$ cat config.mk
export PLATFORM = sky130hd
export DESIGN_NAME = uart_prog_loader
export DESIGN_NICKNAME = d
export VERILOG_FILES = /design/src/rtl/prog_loader_pkg.sv /design/src/rtl/uart_rx_byte.sv /design/src/rtl/uart_prog_loader.sv
export SDC_FILE = /design/constraint.sdc
export NUM_CORES = 1
export LEC_CHECK = 0
export ABC_CLOCK_PERIOD_IN_PS = 2200
export CORE_MARGIN = 10
export CORE_UTILIZATION = 57
export DETAILED_ROUTE_END_ITERATION = 8
export DONT_BUFFER_PORTS = 1
export HOLD_SLACK_MARGIN = 0.08
export PLACE_DENSITY_LB_ADDON = 0.1
export SYNTH_ARGS = -nofsm -noshare
export SYNTH_HDL_FRONTEND = slang
export SYNTH_SLANG_ARGS = --single-unit
export TNS_END_PERCENT = 50
$ cat constraint.sdc
create_clock -name clk_i -period 2.2 [get_ports clk_i]
set_input_delay 0.66 -clock clk_i [delete_from_list [all_inputs] [get_ports clk_i]]
set_output_delay 0.66 -clock clk_i [all_outputs]
set_load 0.03 [all_outputs]
$ cat src/rtl/prog_loader_pkg.sv
// Shared types and constants for the UART program loader.
package prog_loader_pkg;

    // End-of-program marker; never written to instruction memory.
    localparam logic [31:0] TERM_WORD_DEF = 32'h0000_0FFF;

    typedef enum logic [2:0] {
        RX_IDLE,
        RX_START,
        RX_DATA,
        RX_STOP,
        RX_WAIT_HIGH
    } rx_state_e;

    typedef enum logic [1:0] {
        LD_IDLE,
        LD_LOAD,
        LD_DONE
    } ld_state_e;

    // Words arrive most significant byte first: shift left, new byte at the bottom.
    function automatic logic [31:0] shift_in_byte(input logic [31:0] word, input logic [7:0] b);
        return {word[23:0], b};
    endfunction

endpackage

$ cat src/rtl/uart_rx_byte.sv
// 8N1 UART byte receiver: 2-flop input synchronizer plus mid-bit sampling FSM.
// byte_vld_o and frame_err_o are single-cycle pulses.
module uart_rx_byte
    import prog_loader_pkg::*;
#(
    parameter int CLKS_PER_BIT = 86
) (
    input  logic       clk_i,
    input  logic       rst_ni,
    input  logic       rx_i,
    output logic [7:0] byte_o,
    output logic       byte_vld_o,
    output logic       frame_err_o
);

    localparam int CNT_W = $clog2(CLKS_PER_BIT) + 1;
    localparam logic [CNT_W-1:0] HALF_LAST = CNT_W'(CLKS_PER_BIT / 2 - 1);
    localparam logic [CNT_W-1:0] BIT_LAST  = CNT_W'(CLKS_PER_BIT - 1);

    logic             rx_meta;
    logic             rx_sync;
    rx_state_e        state;
    logic [CNT_W-1:0] clk_cnt;
    logic [2:0]       bit_idx;
    logic [7:0]       shreg;

    // Two-flop synchronizer; resets to the idle line level.
    always_ff @(posedge clk_i or negedge rst_ni) begin
        if (!rst_ni) begin
            rx_meta <= 1'b1;
            rx_sync <= 1'b1;
        end else begin
            rx_meta <= rx_i;
            rx_sync <= rx_meta;
        end
    end

    // Receive FSM: find the start bit centre, then sample each bit one bit-time apart.
    always_ff @(posedge clk_i or negedge rst_ni) begin
        if (!rst_ni) begin
            state       <= RX_IDLE;
            clk_cnt     <= '0;
            bit_idx     <= '0;
            shreg       <= '0;
            byte_o      <= '0;
            byte_vld_o  <= 1'b0;
            frame_err_o <= 1'b0;
        end else begin
            byte_vld_o  <= 1'b0;
            frame_err_o <= 1'b0;
            case (state)
                RX_IDLE: begin
                    clk_cnt <= '0;
                    if (!rx_sync) state <= RX_START;
                end
                RX_START: begin
                    if (clk_cnt == HALF_LAST) begin
                        clk_cnt <= '0;
                        bit_idx <= '0;
                        // A line that is high again at the start-bit centre was a glitch.
                        state   <= rx_sync ? RX_IDLE : RX_DATA;
                    end else begin
                        clk_cnt <= clk_cnt + 1'b1;
                    end
                end
                RX_DATA: begin
                    if (clk_cnt == BIT_LAST) begin
                        clk_cnt        <= '0;
                        shreg[bit_idx] <= rx_sync;
                        if (bit_idx == 3'd7) state <= RX_STOP;
                        else                 bit_idx <= bit_idx + 1'b1;
                    end else begin
                        clk_cnt <= clk_cnt + 1'b1;
                    end
                end
                RX_STOP: begin
                    if (clk_cnt == BIT_LAST) begin
                        clk_cnt <= '0;
                        if (rx_sync) begin
                            byte_o     <= shreg;
                            byte_vld_o <= 1'b1;
                            state      <= RX_IDLE;
                        end else begin
                            frame_err_o <= 1'b1;
                            state       <= RX_WAIT_HIGH;
                        end
                    end else begin
                        clk_cnt <= clk_cnt + 1'b1;
                    end
                end
                RX_WAIT_HIGH: begin
                    if (rx_sync) state <= RX_IDLE;
                end
                default: state <= RX_IDLE;
            endcase
        end
    end

endmodule

$ cat src/rtl/uart_prog_loader.sv
// Program loader: assembles UART bytes into 32-bit words (MSB first) and
// writes them to sequential imem addresses until the terminator word.
module uart_prog_loader
    import prog_loader_pkg::*;
#(
    parameter int          CLKS_PER_BIT = 86,
    parameter int          ADDR_W       = 14,
    parameter int          MAX_WORDS    = 16384,
    parameter logic [31:0] TERM_WORD    = TERM_WORD_DEF
) (
    input  logic              clk_i,
    input  logic              rst_ni,
    input  logic              rx_i,
    input  logic              en_i,
    output logic              we_o,
    output logic [ADDR_W-1:0] addr_o,
    output logic [31:0]       wdata_o,
    output logic              busy_o,
    output logic              done_o,
    output logic              frame_err_o,
    output logic              ovf_err_o,
    output logic [ADDR_W:0]   word_cnt_o
);

    localparam logic [ADDR_W:0] CNT_MAX = (ADDR_W + 1)'(MAX_WORDS);
    localparam logic [ADDR_W:0] CNT_ONE = (ADDR_W + 1)'(1);

    logic [7:0]      rx_byte;
    logic            rx_vld;
    logic            rx_ferr;
    ld_state_e       state;
    logic [1:0]      byte_idx;
    logic [31:0]     asm_word;
    logic [31:0]     next_word;
    logic [ADDR_W:0] cnt_next;

    uart_rx_byte #(
        .CLKS_PER_BIT(CLKS_PER_BIT)
    ) u_rx (
        .clk_i      (clk_i),
        .rst_ni     (rst_ni),
        .rx_i       (rx_i),
        .byte_o     (rx_byte),
        .byte_vld_o (rx_vld),
        .frame_err_o(rx_ferr)
    );

    assign next_word = shift_in_byte(asm_word, rx_byte);
    assign cnt_next  = word_cnt_o + CNT_ONE;
    assign busy_o    = (state == LD_LOAD);

    // Loader FSM: word assembly, write strobe, count and sticky status flags.
    always_ff @(posedge clk_i or negedge rst_ni) begin
        if (!rst_ni) begin
            state       <= LD_IDLE;
            byte_idx    <= '0;
            asm_word    <= '0;
            we_o        <= 1'b0;
            addr_o      <= '0;
            wdata_o     <= '0;
            done_o      <= 1'b0;
            frame_err_o <= 1'b0;
            ovf_err_o   <= 1'b0;
            word_cnt_o  <= '0;
        end else begin
            we_o <= 1'b0;
            if (!en_i) begin
                // Abort: session cleared; addr/wdata keep their last values.
                state       <= LD_IDLE;
                byte_idx    <= '0;
                done_o      <= 1'b0;
                frame_err_o <= 1'b0;
                ovf_err_o   <= 1'b0;
                word_cnt_o  <= '0;
            end else begin
                case (state)
                    LD_IDLE: begin
                        state       <= LD_LOAD;
                        byte_idx    <= '0;
                        done_o      <= 1'b0;
                        frame_err_o <= 1'b0;
                        ovf_err_o   <= 1'b0;
                        word_cnt_o  <= '0;
                    end
                    LD_LOAD: begin
                        // Count advances the cycle after the write strobe.
                        if (we_o) begin
                            word_cnt_o <= cnt_next;
                            if (cnt_next == CNT_MAX) begin
                                ovf_err_o <= 1'b1;
                                state     <= LD_DONE;
                            end
                        end
                        if (rx_ferr) begin
                            frame_err_o <= 1'b1;
                            byte_idx    <= '0;
                        end else if (rx_vld) begin
                            asm_word <= next_word;
                            if (byte_idx == 2'd3) begin
                                byte_idx <= '0;
                                if (next_word == TERM_WORD) begin
                                    done_o <= 1'b1;
                                    state  <= LD_DONE;
                                end else begin
                                    we_o    <= 1'b1;
                                    addr_o  <= word_cnt_o[ADDR_W-1:0];
                                    wdata_o <= next_word;
                                end
                            end else begin
                                byte_idx <= byte_idx + 1'b1;
                            end
                        end
                    end
                    LD_DONE: ;
                    default: state <= LD_IDLE;
                endcase
            end
        end
    end

endmodule

==> results.py, run 1 <==
metrics = {
    "status": {
        "outcome": "finished, violations left",
        "violations": "hold timing, setup timing",
    },
    "floorplan": {
        "die-area_um2": 14500,
        "num_rows": 36,
        "core-area_um2": 9820,
        "die_x_um": 120,
        "io_pins": 70,
        "start_util_pct": 58.5,
        "die_y_um": 120,
    },
    "synth": {
        "synth_seq_cells": 127,
        "synthSimpleGateAreaFrac_pct": 14.3,
        "syn-num-nets": 507,
        "yosys_most_used_dff": "dfrtp_1",
        "syn_area_per_cell_um2": 11.6,
        "synth_compound_area_share_pct": 7.47,
        "synth.area.mux_share_pct": 15.6,
        "synth-adder-area-share_pct": 1.74,
        "syn_inst": 495,
        "ys_seq_area_share_pct": 55.3,
        "synth_top_family_by_area": "multiplexers",
        "synth_cell_type_count": 56,
        "ys.warnings.count": 0,
        "synth_edf_count": 0,
        "synthXorXnorAreaFrac_pct": 1.07,
        "netlist_area_um2": 5750,
        "synthArstFlopShare_pct": 100,
    },
    "final_layout": {
        "area_delta_synth_final_pct": 25.2,
        "multi_input_area_um2": 2500,
        "drive_gt1_share_pct": 36.4,
        "final_cell_mix": "dfrtp_1 (122), buf_4 (64), nand2_1 (50), mux2_2 (50), o21ai_0 (35)",
        "filler_cell_count": 673,
        "final_common_cell": "dfrtp_1",
        "layout.nets": 571,
        "final_area_um2": 7190,
        "diodes": 0,
        "layoutNonFillerInstCount": 705,
        "seq_area_um2": 3180,
    },
    "timing": {
        "worst_pin_slew_ps": 401,
        "slew_headroom_pct": 73.1,
        "report.final.hold_viol_count": 125,
        "maxSlewViolCount": 0,
        "rsz0062_at_grt": "true",
        "period_share_pct": 109,
        "skew_ps": 6.93,
        "hold-worst-slack_ps": -171,
        "worst_slack_ps": -191,
        "period_needed_ps": 2390,
        "finalSetupViolCount": 46,
        "max_freq_mhz": 418,
    },
    "critical_path": {
        "cp_common_cell": "nand4_1",
        "cp_slowest_stage_delay_ps": 510,
        "reg2reg_slack_ps": -190,
        "cp.buffers_inverters": 3,
        "slowest_stage": "or4_4",
        "worstSetupEndpointType": "register",
        "path_cells": "nor4_4, nand4_1, or4_4, nand4_1, buf_6, buf_12, buf_16, mux2_2",
        "required_ps": 2610,
        "cp.arrival_ps": 2800,
        "crit_path_start": "asm_word[22]",
        "setup.worst_path.class": "reg2reg",
        "crit_family": "simple AND/OR/NAND/NOR gates",
        "start_kind": "register",
        "r2r-start": "asm_word[22]",
        "cp_max_fo": 11,
    },
    "clock_tree": {
        "numCtsBuffers": 17,
        "root_buffer": "clkbuf_8",
        "cts.sinks": 127,
        "worstSkewPairLatency_ps": 520,
        "cts_tree": "done",
        "cts_max_level": 4,
        "cts_buffer_depth": 2,
        "cts.clk_slew.worst_paths_ps": 60,
    },
    "grt": {
        "antenna_found_initial": 0,
        "grt_usage_pct": 19.9,
        "grt_pass1_wl_um": 23000,
        "grt_overflow": 0,
        "grt_pass1_vias": 4228,
        "grt_max_degree": 128,
    },
    "placed_design": {
        "port_buffers": 0,
        "dp_cells": 665,
        "dp_hpwl_um": 8450,
        "placed_area_um2": 6230,
        "globalplace.congestion": 0.874,
    },
    "detailed_routing": {
        "route.detailed.drc": 0,
        "initialDrtViolationCount": 390,
        "via_per_inst": 5.74,
        "vias": 4047,
        "final_antenna_net_count": 0,
        "avgRoutedWirePerCell_um": 19.7,
        "wirelength_um": 13900,
        "first_pass_iters": 5,
    },
    "worst_hold_path": {
        "min_path_type": "in2async",
    },
    "pwr": {
        "p_per_area_nw_per_um2": 753,
        "ir_drop_mv": 0.462,
        "p_leak_nw": 3.57,
    },
    "job": {
        "maxCapViolations": 0,
    },
}
[through the flow]
stage	setup WS [ps]	hold WS (ps)	TNS, ps	power [W]	utilization (%)
after floorplan	-107	345	-180	0.00250	-
after global placement	-195	349	-8880	0.00254	63.4
after detailed placement	-256	352	-11170	0.00255	63.4
after CTS	-171	-181	-6430	0.00544	72.9
after global routing	-255	-208	-9280	0.00559	73.3
final	-191	-171	-6300	0.00541	73.3
[metal layers]
metal,share of wire (%),GRT usage [%]
met5,0,0
met4,1.3,7.01
met3,7.4,6.70
met2,50,32.8
met1,41,23.8
[state kept, by name, indices dropped and copies added, names as in the netlist, 2 cells and up]
| signal | count |
|---|---|
| byte_idx | 2 |
| u_rx.byte_o | 8 |
| u_rx.shreg | 8 |
| asm_word | 24 |
| addr_o | 14 |
| u_rx.state | 3 |
| state | 2 |
| u_rx.clk_cnt | 8 |
| u_rx.bit_idx | 3 |
| wdata_o | 32 |
| word_cnt_o | 15 |
[final cells by class]
cell class	instances	share of cell area (%)
multi-input combinational	325	34.8
tap	133	2.31
timing repair buffer	73	9.25
sequential	127	44.3
inverter	15	0.783
clock inverter	13	2.61
clock buffer	19	6.00
[path summary, 6_finish.rpt]
path	end	depth (start not counted)
max	wdata_o[31]	8
min	wdata_o[21]	0
max reg2reg	wdata_o[31]	8
min reg2reg	u_rx.rx_sync	0
max in group asynchronous	u_rx.rx_sync	0
min in group clk_i	u_rx.rx_meta	0
[report_power, final]
part	total (W)	internal, W	switching [W]
Clock	0.00291	0.00187	0.00103
Sequential	0.00238	0.00236	0.0000246
Combinational	0.000126	0.0000573	0.0000690
Total	0.00541	0.00429	0.00113
[synth_stat cells, types with 2 or more instances]
cell,n,share of area (%)
or3_1,3,0.33
nor4bb_1,2,0.35
a311oi_1,2,0.30
nand2b_1,6,0.65
nand3_1,19,1.7
dfrtp_1,125,54
nor2_1,24,1.6
nor2b_1,2,0.22
o22ai_1,2,0.22
a32o_1,2,0.35
buf_2,3,0.26
clkbuf_2,2,0.17
and3_1,6,0.65
clkbuf_1,15,0.98
mux2_2,71,14
o31ai_1,7,0.91
nor4_1,5,0.54
nand2_1,52,3.4
xor2_1,5,0.76
nor4b_1,2,0.30
inv_1,14,0.91
ha_1,8,1.7
xnor2_1,2,0.30
a21oi_1,10,0.87
and2_1,2,0.22
buf_4,4,0.52
bufbuf_16,2,1.1
mux2_1,5,0.98
o41ai_1,2,0.30
o21ai_0,38,3.3
or4_1,2,0.26
dfstp_2,2,0.91
nor3_1,10,0.87
nand4_1,14,1.5
mux2i_1,4,0.70
[logic make-up (layout without fill, tap and decap cells)]
group | Yosys count | count (layout)
AO/OA/AOI/OAI | 72 | 72
multiplexers | 80 | 80
AND/OR/NAND/NOR | 158 | 158
flip-flops | 127 | 127
XOR/XNOR | 7 | 7
buffers and inverters | 43 | 120
adder cells (fa/ha/maj) | 8 | 8
[repair_timing]
item / in CTS / in global routing
cloned: 4 / 0
endpoints found under the hold margin: 127 / 127
buffers inserted: 4 / 1
setup endpoints to repair: 50 / 65
resized for setup: 39 / 13
pin swaps: 3 / 1
Power figures use the tool's default switching activity.
==> inputs of run 2 (changes only) <==
--- a/config.mk
+++ b/config.mk
@@ -5,9 +5,11 @@
 export SDC_FILE = /design/constraint.sdc
 export NUM_CORES = 1
 export LEC_CHECK = 0
-export ABC_CLOCK_PERIOD_IN_PS = 2200
+export ABC_CLOCK_PERIOD_IN_PS = 2900
+export CAP_MARGIN = 20
 export CORE_MARGIN = 10
-export CORE_UTILIZATION = 57
+export CORE_UTILIZATION = 65
+export CTS_CLUSTER_DIAMETER = 40
 export DETAILED_ROUTE_END_ITERATION = 8
 export DONT_BUFFER_PORTS = 1
 export HOLD_SLACK_MARGIN = 0.08
==> constraint.sdc (replaced) <==
create_clock -name clk_i -period 2.9 [get_ports clk_i]
set_input_delay 0.87 -clock clk_i [delete_from_list [all_inputs] [get_ports clk_i]]
set_output_delay 0.87 -clock clk_i [all_outputs]
set_load 0.03 [all_outputs]
==> run 2 against run 1 <==
  * The run now ends clean
  * Wire length shrank 17%
  * Count of clock-buffer cells in the layout down 1
  * Hold slack improved by 220 ps
  * Critical endpoint is now wdata_o[3]
  * Largest cell class unchanged
  * Highest routed layer unchanged
==> results.py, run 2 (synthesis gave the netlist of run 1 again) <==
metrics = {
    "status": {
        "outcome": "finished clean",
    },
    "clock_tree": {
        "cts.clk_slew.worst_paths_ps": 60,
        "cts_max_level": 4,
        "worstSkewPairLatency_ps": 510,
        "cts.sinks": 127,
        "root_buffer": "clkbuf_8",
        "numCtsBuffers": 17,
        "cts_buffer_depth": 2,
        "ctsResizeCount": 0,
        "cts_tree": "done",
        "post-cts-setup-buffers": 0,
    },
    "critical_path": {
        "cp_max_fo": 24,
        "cp_common_cell": "nand4_1",
        "reg2reg_depth": 6,
        "cp.arrival_ps": 3110,
        "slowest_stage": "or4_1",
        "r2r-start": "asm_word[21]",
        "start_kind": "register",
        "required_ps": 3290,
        "reg2reg_slack_ps": 180,
        "worstSetupEndpointType": "register",
        "path_cells": "nor4_1, nand4_1, or4_1, nand4_1, buf_4, mux2_2",
        "setup.worst_path.class": "reg2reg",
        "cp_slowest_stage_delay_ps": 640,
        "r2r-end": "wdata_o[3]",
    },
    "detailed_routing": {
        "wirelength_um": 11600,
        "vias": 3793,
        "first_pass_iters": 6,
        "route.detailed.drc": 0,
        "avgRoutedWirePerCell_um": 18.5,
        "initialDrtViolationCount": 196,
        "via_per_inst": 6.08,
        "final_antenna_net_count": 0,
    },
    "timing": {
        "rsz0062_at_grt": "false",
        "max_freq_mhz": 368,
        "period_share_pct": 93.8,
        "report.final.hold_viol_count": 0,
        "period_needed_ps": 2720,
        "worst_slack_ps": 180,
        "worst_pin_slew_ps": 677,
        "slew_headroom_pct": 54.8,
        "maxSlewViolCount": 0,
        "finalSetupViolCount": 0,
        "hold-worst-slack_ps": 50.8,
        "skew_ps": 8.32,
        "tns_ps": 0,
    },
    "floorplan": {
        "start_util_pct": 66.2,
        "die_x_um": 114,
        "num_rows": 34,
        "die-area_um2": 13000,
        "die_y_um": 114,
        "core-area_um2": 8680,
        "io_pins": 70,
    },
    "grt": {
        "grt_pass1_vias": 3778,
        "grt_usage_pct": 18.4,
        "grt_pass1_wl_um": 19400,
        "grt_max_degree": 128,
        "grt_overflow": 0,
        "antenna_found_initial": 0,
    },
    "final_layout": {
        "drive_gt1_share_pct": 24.8,
        "largest_reg_flops": 32,
        "regMostFlops": "wdata_o",
        "diodes": 0,
        "area_delta_synth_final_pct": 11.8,
        "final_cell_mix": "dfrtp_1 (125), mux2_2 (71), nand2_1 (52), o21ai_0 (38), nor2_1 (24)",
        "fin_util_pct": 74.0,
        "final_common_cell": "dfrtp_1",
        "layout.nets": 515,
        "reg.largest.list": "wdata_o x32, asm_word x24, word_cnt_o x15",
    },
    "worst_hold_path": {
        "min_path_type": "in2async",
    },
    "job": {
        "maxCapViolations": 0,
    },
    "pwr": {
        "p_clk_share_pct": 53.2,
        "p_per_area_nw_per_um2": 628,
        "switching_share_pct": 21.5,
        "comb_power_share_pct": 1.9,
        "internal-power_w": 0.00316,
        "p_leak_nw": 3.14,
        "pwr-share-seq_pct": 44.8,
        "ir_drop_mv": 0.435,
        "p_switching_w": 0.000868,
    },
    "placed_design": {
        "globalplace.congestion": 0.830,
        "pre_cts_slack_ps": 295,
        "dp_hpwl_um": 7680,
        "port_buffers": 0,
    },
}
-- run 2: changes by cell type in the layout (fill, tap and decap cells not counted), moves of 4 or more --
cell,before,now
mux2_1,0,5
mux2_4,26,0
nor4_1,1,5
mux2_2,50,71
buf_4,64,16
inv_6,1,5
-- run 2: power groups by stage --
stage,registers [W],clock network (W),logic [W]
4_1_cts,0.00181,0.00218,0.0000782
3_5_place_dp,0.00184,0,0.0000771
3_3_place_gp,0.00184,0,0.0000728
6_report,0.00181,0.00215,0.0000774
2_1_floorplan,0.00183,0,0.0000651
5_1_grt,0.00181,0.00226,0.0000895
-- run 2: worst max path at each step --
stage,endpoint,start,cells past startpoint
2_1_floorplan,state[1],word_cnt_o[0],8
5_1_grt,wdata_o[3],asm_word[21],6
6_report,wdata_o[3],asm_word[21],6
3_3_place_gp,addr_o[8],asm_word[18],6
3_5_place_dp,wdata_o[3],asm_word[21],6
4_1_cts,wdata_o[3],asm_word[9],6
-- run 2: through the flow --
stage	instance area, um^2	instances	total power (W)
2_1_floorplan	5750	495	0.00189
3_3_place_gp	5820	592	0.00191
3_5_place_dp	5820	592	0.00192
4_1_cts	6430	624	0.00407
5_1_grt	6430	624	0.00416
6_report	6430	624	0.00403
-- run 2: layout make-up --
| class | instances | area [um^2] |
|---|---|---|
| inverter | 15 | 56.3 |
| clock inverter | 14 | 178 |
| fill | 605 | 2250 |
| clock buffer | 18 | 428 |
| sequential | 127 | 3180 |
| tap | 108 | 135 |
| multi-input combinational | 325 | 2310 |
| timing repair buffer | 17 | 140 |
-- run 2: layer usage --
metal | vias to the layer above | global-route usage (%) | wire (um)
li1 | 1798 | - | -
met1 | 1872 | 22.4 | 4880
met2 | 108 | 29.6 | 5730
met3 | 15 | 6.67 | 853
met4 | 0 | 6.02 | 106
met5 | - | 0 | 0
-- run 2: worst max-delay path, delay by kind of cell (launching register included) --
kind                   cells  cell delay [ps]
and+or+nand+nor            4             1460
DFF                        1              400
muxes                      1              380
buffers and inverters      1              350
